## config.mk

```make
export PLATFORM = sky130hd
export DESIGN_NAME = program_loader
export DESIGN_NICKNAME = d
export VERILOG_FILES = /design/src/rtl/program_loader.sv
export SDC_FILE = /design/constraint.sdc
export NUM_CORES = 1
export LEC_CHECK = 0
export BUFFER_PORTS_ARGS = -buffer_cell sky130_fd_sc_hd__buf_2
export CORE_MARGIN = 2
export CORE_UTILIZATION = 35
export CTS_BUF_LIST = sky130_fd_sc_hd__clkbuf_8
export CTS_CLUSTER_DIAMETER = 100
export CTS_CLUSTER_SIZE = 8
export DETAILED_ROUTE_END_ITERATION = 16
export SYNTH_ARGS = -nofsm -noshare
export SYNTH_HDL_FRONTEND = slang
export SYNTH_SLANG_ARGS = --single-unit
```

## constraint.sdc

```tcl
create_clock -name clock -period 3.4 [get_ports clock]
set_clock_uncertainty 0.1 [all_clocks]
set_input_delay 0.17 -clock clock [delete_from_list [all_inputs] [get_ports clock]]
set_output_delay 0.17 -clock clock [all_outputs]
set_load 0.005 [all_outputs]
```

## src/rtl/program_loader.sv

```systemverilog
// ---------------------------------------------------------------------------
// program_loader
//   Loads a program into the CPU's 16-bit instruction memory from a byte
//   stream. It drives the write side of the instruction memory. The CPU is
//   held in reset until a frame has been loaded and its checksum matches.
//
//   Frame: LEN_HI, LEN_LO, LEN words (high byte first), CSUM.
//   CSUM is the XOR of every payload byte. The length bytes are not part
//   of the checksum.
//
// Parameters
//   ADDR_WIDTH  instruction memory address width
//   BASE_ADDR   address that receives the first word of a frame
//   MAX_WORDS   largest LEN accepted; a larger LEN faults the load
//
// Ports
//   clock       single clock, rising edge
//   reset       asynchronous, active-low reset
//   load_start  one-cycle pulse that arms a load (ignored while busy)
//   in_data     stream byte; transfers when in_valid & in_ready
//   in_valid    in_data is valid this cycle
//   in_ready    loader accepts a byte this cycle
//   mem_addr    instruction memory write address
//   mem_data    instruction memory write data
//   mem_we      one-cycle write strobe
//   cpu_hold    holds the CPU in reset while high
//   busy        a load is in progress
//   done        last load succeeded (level)
//   error       last load failed (level)
// ---------------------------------------------------------------------------
module program_loader #(
    parameter int unsigned ADDR_WIDTH = 16,
    parameter int unsigned BASE_ADDR  = 0,
    parameter int unsigned MAX_WORDS  = 1024
) (
    input  logic                  clock,
    input  logic                  reset,
    input  logic                  load_start,
    input  logic [7:0]            in_data,
    input  logic                  in_valid,
    output logic                  in_ready,
    output logic [ADDR_WIDTH-1:0] mem_addr,
    output logic [15:0]           mem_data,
    output logic                  mem_we,
    output logic                  cpu_hold,
    output logic                  busy,
    output logic                  done,
    output logic                  error
);

    localparam logic [ADDR_WIDTH-1:0] BASE = ADDR_WIDTH'(BASE_ADDR);
    // Size of the address space, kept wide so BASE_ADDR+LEN cannot wrap.
    localparam logic [63:0] SPAN = 64'd1 << ADDR_WIDTH;

    typedef enum logic [3:0] {
        S_IDLE,
        S_LEN_HI,
        S_LEN_LO,
        S_DATA_HI,
        S_DATA_LO,
        S_WRITE,
        S_CSUM,
        S_DONE,
        S_ERROR
    } state_t;

    state_t                  state_q, state_d;
    logic [15:0]             len_q,   len_d;
    logic [7:0]              hi_q,    hi_d;
    logic [15:0]             cnt_q,   cnt_d;
    logic [7:0]              csum_q,  csum_d;
    logic [ADDR_WIDTH-1:0]   addr_q,  addr_d;
    logic [15:0]             data_q,  data_d;

    logic        xfer;
    logic [15:0] len_full;
    logic [15:0] cnt_inc;
    logic [63:0] end_addr;
    logic        len_fault;

    // Output decode: every status output is a pure function of the state,
    // so an async reset returns all of them to their reset values at once.
    always_comb begin
        in_ready = 1'b0;
        mem_we   = 1'b0;
        busy     = 1'b1;
        done     = 1'b0;
        error    = 1'b0;
        cpu_hold = 1'b1;
        unique case (state_q)
            S_IDLE:   busy = 1'b0;
            S_LEN_HI,
            S_LEN_LO,
            S_DATA_HI,
            S_DATA_LO,
            S_CSUM:   in_ready = 1'b1;
            S_WRITE:  mem_we = 1'b1;
            S_DONE: begin
                busy     = 1'b0;
                done     = 1'b1;
                cpu_hold = 1'b0;
            end
            S_ERROR: begin
                busy  = 1'b0;
                error = 1'b1;
            end
            default: ;
        endcase
    end

    assign mem_addr = addr_q;
    assign mem_data = data_q;

    assign xfer     = in_valid & in_ready;
    assign len_full = {len_q[15:8], in_data};
    assign cnt_inc  = 16'(cnt_q + 16'd1);
    assign end_addr = 64'(BASE_ADDR) + 64'(len_full);
    // Too many words, or the frame would run past the top of memory.
    assign len_fault = (32'(len_full) > MAX_WORDS) || (end_addr > SPAN);

    // NOTE: every variable gets a default before the case statement, so no
    // path leaves one unassigned and no latch is inferred.
    always_comb begin
        state_d = state_q;
        len_d   = len_q;
        hi_d    = hi_q;
        cnt_d   = cnt_q;
        csum_d  = csum_q;
        addr_d  = addr_q;
        data_d  = data_q;

        unique case (state_q)
            S_IDLE, S_DONE, S_ERROR: begin
                if (load_start) begin
                    state_d = S_LEN_HI;
                    cnt_d   = '0;
                    csum_d  = '0;
                    addr_d  = BASE;
                end
            end
            S_LEN_HI: begin
                if (xfer) begin
                    len_d[15:8] = in_data;
                    state_d     = S_LEN_LO;
                end
            end
            S_LEN_LO: begin
                if (xfer) begin
                    len_d = len_full;
                    if (len_full == 16'd0) begin
                        state_d = S_CSUM;
                    end else if (len_fault) begin
                        state_d = S_ERROR;
                    end else begin
                        state_d = S_DATA_HI;
                    end
                end
            end
            S_DATA_HI: begin
                if (xfer) begin
                    hi_d    = in_data;
                    csum_d  = csum_q ^ in_data;
                    state_d = S_DATA_LO;
                end
            end
            S_DATA_LO: begin
                if (xfer) begin
                    data_d  = {hi_q, in_data};
                    csum_d  = csum_q ^ in_data;
                    state_d = S_WRITE;
                end
            end
            S_WRITE: begin
                // The strobe is up for this one cycle; the address and count
                // advance so the next word lands at BASE_ADDR+k.
                addr_d  = addr_q + 1'b1;
                cnt_d   = cnt_inc;
                state_d = (cnt_inc == len_q) ? S_CSUM : S_DATA_HI;
            end
            S_CSUM: begin
                if (xfer) begin
                    state_d = (in_data == csum_q) ? S_DONE : S_ERROR;
                end
            end
            default: state_d = S_IDLE;
        endcase
    end

    // NOTE: sequential state uses non-blocking assignments so every flop
    // samples the values from before the edge, whatever the statement order.
    always_ff @(posedge clock or negedge reset) begin
        if (!reset) begin
            state_q <= S_IDLE;
            len_q   <= '0;
            hi_q    <= '0;
            cnt_q   <= '0;
            csum_q  <= '0;
            addr_q  <= BASE;
            data_q  <= '0;
        end else begin
            state_q <= state_d;
            len_q   <= len_d;
            hi_q    <= hi_d;
            cnt_q   <= cnt_d;
            csum_q  <= csum_d;
            addr_q  <= addr_d;
            data_q  <= data_d;
        end
    end

endmodule

```

== After elaboration in Yosys (flattened, before gate mapping) ==
Index checks and enable logic that the tools add are counted.

* Flip-flop bits (word level): 84
* Logic and storage cells: 72

* Bitwise operators: 3
* Reduce and logical (&&, ||, !) cells: 15
* Equal/unequal tests: 17
* Order comparisons: 2
* Muxes and demuxes: 25
* Add/subtract/negate cells: 2

{| class="wikitable"
|+ Operator list
! kind !! count
|-
| $pmux 16 s2 || 2
|-
| $mux 4 || 9
|-
| $add 16x1->16 const B || 2
|-
| $pmux 8 s2 || 2
|-
| $pmux 4 s7 || 1
|-
| $mux 8 || 3
|-
| $gt 16x17->1 const B || 1
|-
| $eq 16x16->1 || 1
|-
| $eq 4x3->1 const B || 4
|-
| $gt 16x11->1 const B || 1
|-
| $logic_not 16->1 || 1
|-
| $mux 16 || 1
|-
| $ne 2x2->1 const B || 5
|-
| $eq 4x2->1 const B || 2
|-
| $eq 8x8->1 || 1
|-
| $reduce_and 2->1 || 4
|-
| $xor 8x8->8 || 1
|-
| $mux 1 || 6
|-
| $reduce_and 3->1 || 2
|-
| $reduce_and 6->1 || 1
|-
| $reduce_or 5->1 || 1
|-
| $eq 4x1->1 const B || 1
|-
| $eq 4x4->1 const B || 1
|-
| $logic_not 4->1 || 1
|-
| other kinds (8) || 10
|}

== Depth between registers and ports, before layout ==
* Word-level depth: 6
* Gate-level depth with buffers: 10
* Mapped depth without buffers: 8

== Worst setup path before layout ==
Ideal clock, no wire load.

* Path kind: reg2reg
* Start: reg cnt_q[1]
* End: reg state_q[0]
* Cell stages (with the launch flop): 9
* Data required time: 3,174 ps
* Period minus slack after synthesis: 2,323 ps
* Data arrival time: 2,097 ps
* Path slack: 1,077 ps
* Setup time: 126 ps
* Cell sequence: dfrtp_1 -> ha_1 -> nand4_1 -> nor3b_1 -> or3_1 -> a21oi_1 -> a41oi_1 -> a2111o_1 -> a221o_1

* Word-level cells in the longest chain between the ends: 4

{| class="wikitable"
|+ Ends and longest elaborated chain
! what !! RTL line !! source
|-
| from (decl) || 70 || <nowiki>logic [15:0] cnt_q, cnt_d;</nowiki>
|-
| from (signal assigned) || 204 || <nowiki>cnt_q <= cnt_d;</nowiki>
|-
| $add 16x1->16 || 116 || <nowiki>assign cnt_inc = 16'(cnt_q + 16'd1);</nowiki>
|-
| $eq 16x16->1 || 178 || <nowiki>state_d = (cnt_inc == len_q) ? S_CSUM : S_DATA_HI;</nowiki>
|-
| $mux 3 || 178 ||
|-
| $pmux 4 s7 || 132 || <nowiki>unique case (state_q)</nowiki>
|-
| to (signal assigned) || 201 || <nowiki>state_q <= state_d;</nowiki>
|-
| to (decl) || 67 || <nowiki>state_t state_q, state_d;</nowiki>
|}

Every way passes these cells.
A chain may end at the register's enable or synchronous reset.

== Worst setup path in the final report ==
* Start: reg cnt_q[0]
* End: reg state_q[0]

The elaborated chain is that of the path after synthesis.

==> impl_metrics.yaml <==
power:
  power.switching_mw: 1.32
  comb_power_share_pct: 36.3
  seqPwrFrac_pct: 45.8
  power.switching_fraction_pct: 37.0
  internal-power_mw: 2.25
  share_clk_of_total_power_pct: 17.9
  vdd.ir_drop.worst_v: 0.000380
  power_leakage_nw: 2.23
  p_per_area_nw_per_um2: 713
floorplanning:
  die_area_um2: 13700
  core_region_area_um2: 12600
  die_h_um: 117
  core.rowCount: 41
  die_width_um: 117
  initial_utilization_pct: 35.6
  ios: 50
placement:
  numPortBuffers: 49
  dpl_cell_area_um2: 4820
  globalplace.congestion: 0.814
  dpl.hpwl_um: 7110
  placed_cells: 654
yosys:
  yosysWarnings: 0
  syn_area_per_cell_um2: 9.69
  netlist_instances: 461
  synth.yosys.seq_area_share_pct: 47.0
  top_flip_flop_cell_by_instance_count_after_synthesis: "sky130_fd_sc_hd__dfrtp_1"
  synth-seq-cells: 84
  synth_nets: 475
  synth.lib_cells_used.distinct: 57
  synth-edff-count: 0
  synth_area_um2: 4470
  async_flop_share_pct: 100
timing:
  drv_slew: 0
  worst_slew_margin_rel_pct: 29.7
  fin_setup_tns_ps: 0
  hold_viol: 0
  setup_repair_after_global_routing_missed_its_margin: "no"
  min_period_over_period_pct: 77.0
  max_freq_mhz: 382
  setup_viol_count_final: 0
  min_period_ps: 2620
  tightest_pin_transition_ps: 1050
clock_tree:
  cts.reportedPaths.clkPinSlew_ps: 90
  clk_latency_ps: 350
  clock_tree.buffer_depth: 2
  h-tree-depth: 3
  cts.sink_count: 84
  cts_buffer_count: 9
  clk_root_buffer_cell: "sky130_fd_sc_hd__clkbuf_8"
  post-cts-setup-buffer-count: 0
  tritoncts: "yes"
min_path:
  holdPathEnd: "csum_q[4]"
  worstHoldStart: "in_data[4]"
  hold_path_depth: 3
  min_path_type: "in -> reg"
routing:
  initialDrtViolationCount: 242
  ratio_of_routed_vias_to_standard_cells: 5.26
  vias: 3528
  average_wire_per_standard_cell_um: 15.2
  detail_route.first_pass.iterations: 5
  post-route-drc-count: 0
  route.final.wire_length_um: 10200
  postRouteAntennaNets: 0
setup_path:
  critPathKind: "reg -> reg"
  r2r_end: "state_q[0]"
  setup.worst_path.start_class: "flop"
  worst-endpoint-required_ps: 3530
  critical_path_sink_type: "flop"
  maximum_fanout_along_the_worst_path: 8
  worst_ep_arrival_time_ps: 2750
  worst-r2r-setup-slack_ps: 780
  rr_startpoint: "cnt_q[0]"
  worst-r2r-cell-count: 8
cells_and_area:
  diodes: 0
  layout-area-overhead-vs-synth_pct: 12.0
  layoutNonFillerInstCount: 671
  drive_gt1_share_pct: 23.0
  final_nets: 508
  design_area_um2: 5010
run:
  timing.max_cap.violations: 0
global_routing:
  antenna_violations_before_repair: 0
  globalRoute.totalOverflow: 0
  grt_first_pass_wirelength_um: 17300
  globalRouteTotalUtil_pct: 16.0
  grt_pass1_vias: 3509
  grt_max_degree: 85
outcome:
  outcome: "finished, final reports clean"
[placed cells by master, fill, tap and decap left out, types with 4 or more instances in the layout]
master / count
sky130_fd_sc_hd__o21ai_0: 49
sky130_fd_sc_hd__xor2_1: 9
sky130_fd_sc_hd__buf_4: 4
sky130_fd_sc_hd__nor3_1: 5
sky130_fd_sc_hd__buf_2: 48
sky130_fd_sc_hd__nor4_1: 4
sky130_fd_sc_hd__o31ai_1: 9
sky130_fd_sc_hd__nand2b_1: 8
sky130_fd_sc_hd__inv_1: 8
sky130_fd_sc_hd__mux2_2: 40
sky130_fd_sc_hd__nor2b_1: 5
sky130_fd_sc_hd__nand4_1: 13
sky130_fd_sc_hd__a21oi_1: 13
sky130_fd_sc_hd__and3_1: 4
sky130_fd_sc_hd__nor2_1: 42
sky130_fd_sc_hd__a31oi_1: 5
sky130_fd_sc_hd__xnor2_1: 17
sky130_fd_sc_hd__nand3_1: 23
sky130_fd_sc_hd__clkbuf_8: 10
sky130_fd_sc_hd__nand2_1: 37
sky130_fd_sc_hd__mux2i_1: 7
sky130_fd_sc_hd__dfrtp_1: 84
sky130_fd_sc_hd__o21ai_1: 4
sky130_fd_sc_hd__o211ai_1: 4
[how the worst max path moves through the flow]
stage / slack [ps] / from / cells past startpoint / to
floorplan: 1080 / cnt_q[1] / 8 / state_q[0]
finish: 780 / cnt_q[0] / 8 / state_q[0]
global placement: 850 / cnt_q[0] / 8 / state_q[0]
global route: 490 / cnt_q[0] / 8 / state_q[0]
detailed placement: 810 / cnt_q[0] / 8 / state_q[0]
CTS: 790 / cnt_q[0] / 8 / state_q[0]
[sequential cells by signal (all words and copies together) (netlist names)]
name,count
cnt_q,16
csum_q,8
len_q,16
state_q,4
hi_q,8
mem_addr,16
mem_data,16
[per-layer routing]
| layer | part of all wire, % | track usage, % | vias to the layer above |
|---|---|---|---|
| li1 | - | - | 1716 |
| met4 | 0.99 | 4.00 | 0 |
| met3 | 4.7 | 3.76 | 10 |
| met5 | 0 | 0 | - |
| met2 | 48 | 26.8 | 71 |
| met1 | 47 | 21.2 | 1731 |
[power by group through the flow]
stage,Clock (mW),Combinational (mW),Sequential [mW]
floorplan,0,1.01,1.53
global placement,0,1.26,1.63
detailed placement,0,1.30,1.65
CTS,0.663,1.31,1.63
global route,0.707,1.45,1.69
finish,0.639,1.29,1.64
[cell families after synthesis]
| logic type | count (synthesis) | share of synthesized area (%) |
|---|---|---|
| muxes | 47 | 11.6 |
| adders and majority gates | 2 | 0.560 |
| buffers and inverters | 38 | 3.64 |
| and+or+nand+nor | 163 | 18.5 |
| AOI/OAI and AO/OA | 101 | 13.6 |
| xor gates and xnor gates | 26 | 5.10 |
| DFF | 84 | 47.0 |
[synthesized netlist by cell type (2+ instances only)]
| library cell | number | area share (%) |
|---|---|---|
| sky130_fd_sc_hd__mux2_2 | 40 | 10 |
| sky130_fd_sc_hd__nand4_1 | 13 | 1.8 |
| sky130_fd_sc_hd__o41ai_1 | 3 | 0.59 |
| sky130_fd_sc_hd__a21oi_1 | 13 | 1.5 |
| sky130_fd_sc_hd__nand2_1 | 37 | 3.1 |
| sky130_fd_sc_hd__o21ai_1 | 4 | 0.45 |
| sky130_fd_sc_hd__buf_4 | 2 | 0.34 |
| sky130_fd_sc_hd__o22ai_1 | 2 | 0.28 |
| sky130_fd_sc_hd__a22oi_1 | 2 | 0.34 |
| sky130_fd_sc_hd__o211ai_1 | 4 | 0.67 |
| sky130_fd_sc_hd__or2_2 | 2 | 0.28 |
| sky130_fd_sc_hd__nor4_1 | 4 | 0.56 |
| sky130_fd_sc_hd__nand2b_1 | 8 | 1.1 |
| sky130_fd_sc_hd__and3_1 | 4 | 0.56 |
| sky130_fd_sc_hd__nor2b_1 | 5 | 0.70 |
| sky130_fd_sc_hd__nand3_1 | 23 | 2.6 |
| sky130_fd_sc_hd__nor2_1 | 42 | 3.5 |
| sky130_fd_sc_hd__xnor2_1 | 17 | 3.3 |
| sky130_fd_sc_hd__mux2i_1 | 7 | 1.6 |
| sky130_fd_sc_hd__nor3b_1 | 3 | 0.50 |
| sky130_fd_sc_hd__dfrtp_1 | 84 | 47 |
| sky130_fd_sc_hd__buf_1 | 3 | 0.25 |
| sky130_fd_sc_hd__clkbuf_1 | 16 | 1.3 |
| sky130_fd_sc_hd__buf_2 | 6 | 0.67 |
| sky130_fd_sc_hd__or3_1 | 3 | 0.42 |
| sky130_fd_sc_hd__ha_1 | 2 | 0.56 |
| sky130_fd_sc_hd__and2_1 | 2 | 0.28 |
| sky130_fd_sc_hd__nor3_1 | 5 | 0.56 |
| sky130_fd_sc_hd__o31ai_1 | 9 | 1.5 |
| sky130_fd_sc_hd__xor2_1 | 9 | 1.8 |
| sky130_fd_sc_hd__clkbuf_2 | 4 | 0.45 |
| sky130_fd_sc_hd__o21ai_0 | 49 | 5.5 |
| sky130_fd_sc_hd__a31oi_1 | 5 | 0.70 |
| sky130_fd_sc_hd__inv_1 | 6 | 0.50 |
[cell type report]
cell class              count  area (um^2)
well taps                 172          215
clock buffers              10          138
clock inverters             6         40.0
fillers                  1243         7560
repair buffers             53          280
multi-input cells         339         2200
flip-flops and latches     84         2100
inverters                   7         26.3
[stage by stage]
stage	setup WS [ps]	util, %	hold WS, ps	power, mW
after floorplan	1080	-	-226	2.54
final	782	39.8	84.6	3.57
after global placement	852	38.3	320	2.89
after CTS	794	39.8	71.2	3.60
after detailed placement	805	38.3	321	2.95
after global routing	486	39.8	92.6	3.85
[critical path, stage by stage, from the launching register on]
cell	delay, ps
sky130_fd_sc_hd__dfrtp_1	470
sky130_fd_sc_hd__ha_1	300
sky130_fd_sc_hd__nand4_1	290
sky130_fd_sc_hd__nor3_2	330
sky130_fd_sc_hd__o21ai_1	120
sky130_fd_sc_hd__nor2_1	100
sky130_fd_sc_hd__o21ai_1	80
sky130_fd_sc_hd__a2111o_1	420
sky130_fd_sc_hd__a221o_1	300
[what timing repair did]
| item | 4_1_cts | 5_1_grt |
|---|---|---|
| hold buffers | 1 | 0 |
| gates resized for setup | 0 | 0 |
| endpoints found under the setup margin | 0 | 0 |
| endpoints found under the hold margin | 84 | 0 |
Power figures use the tool's default switching activity.
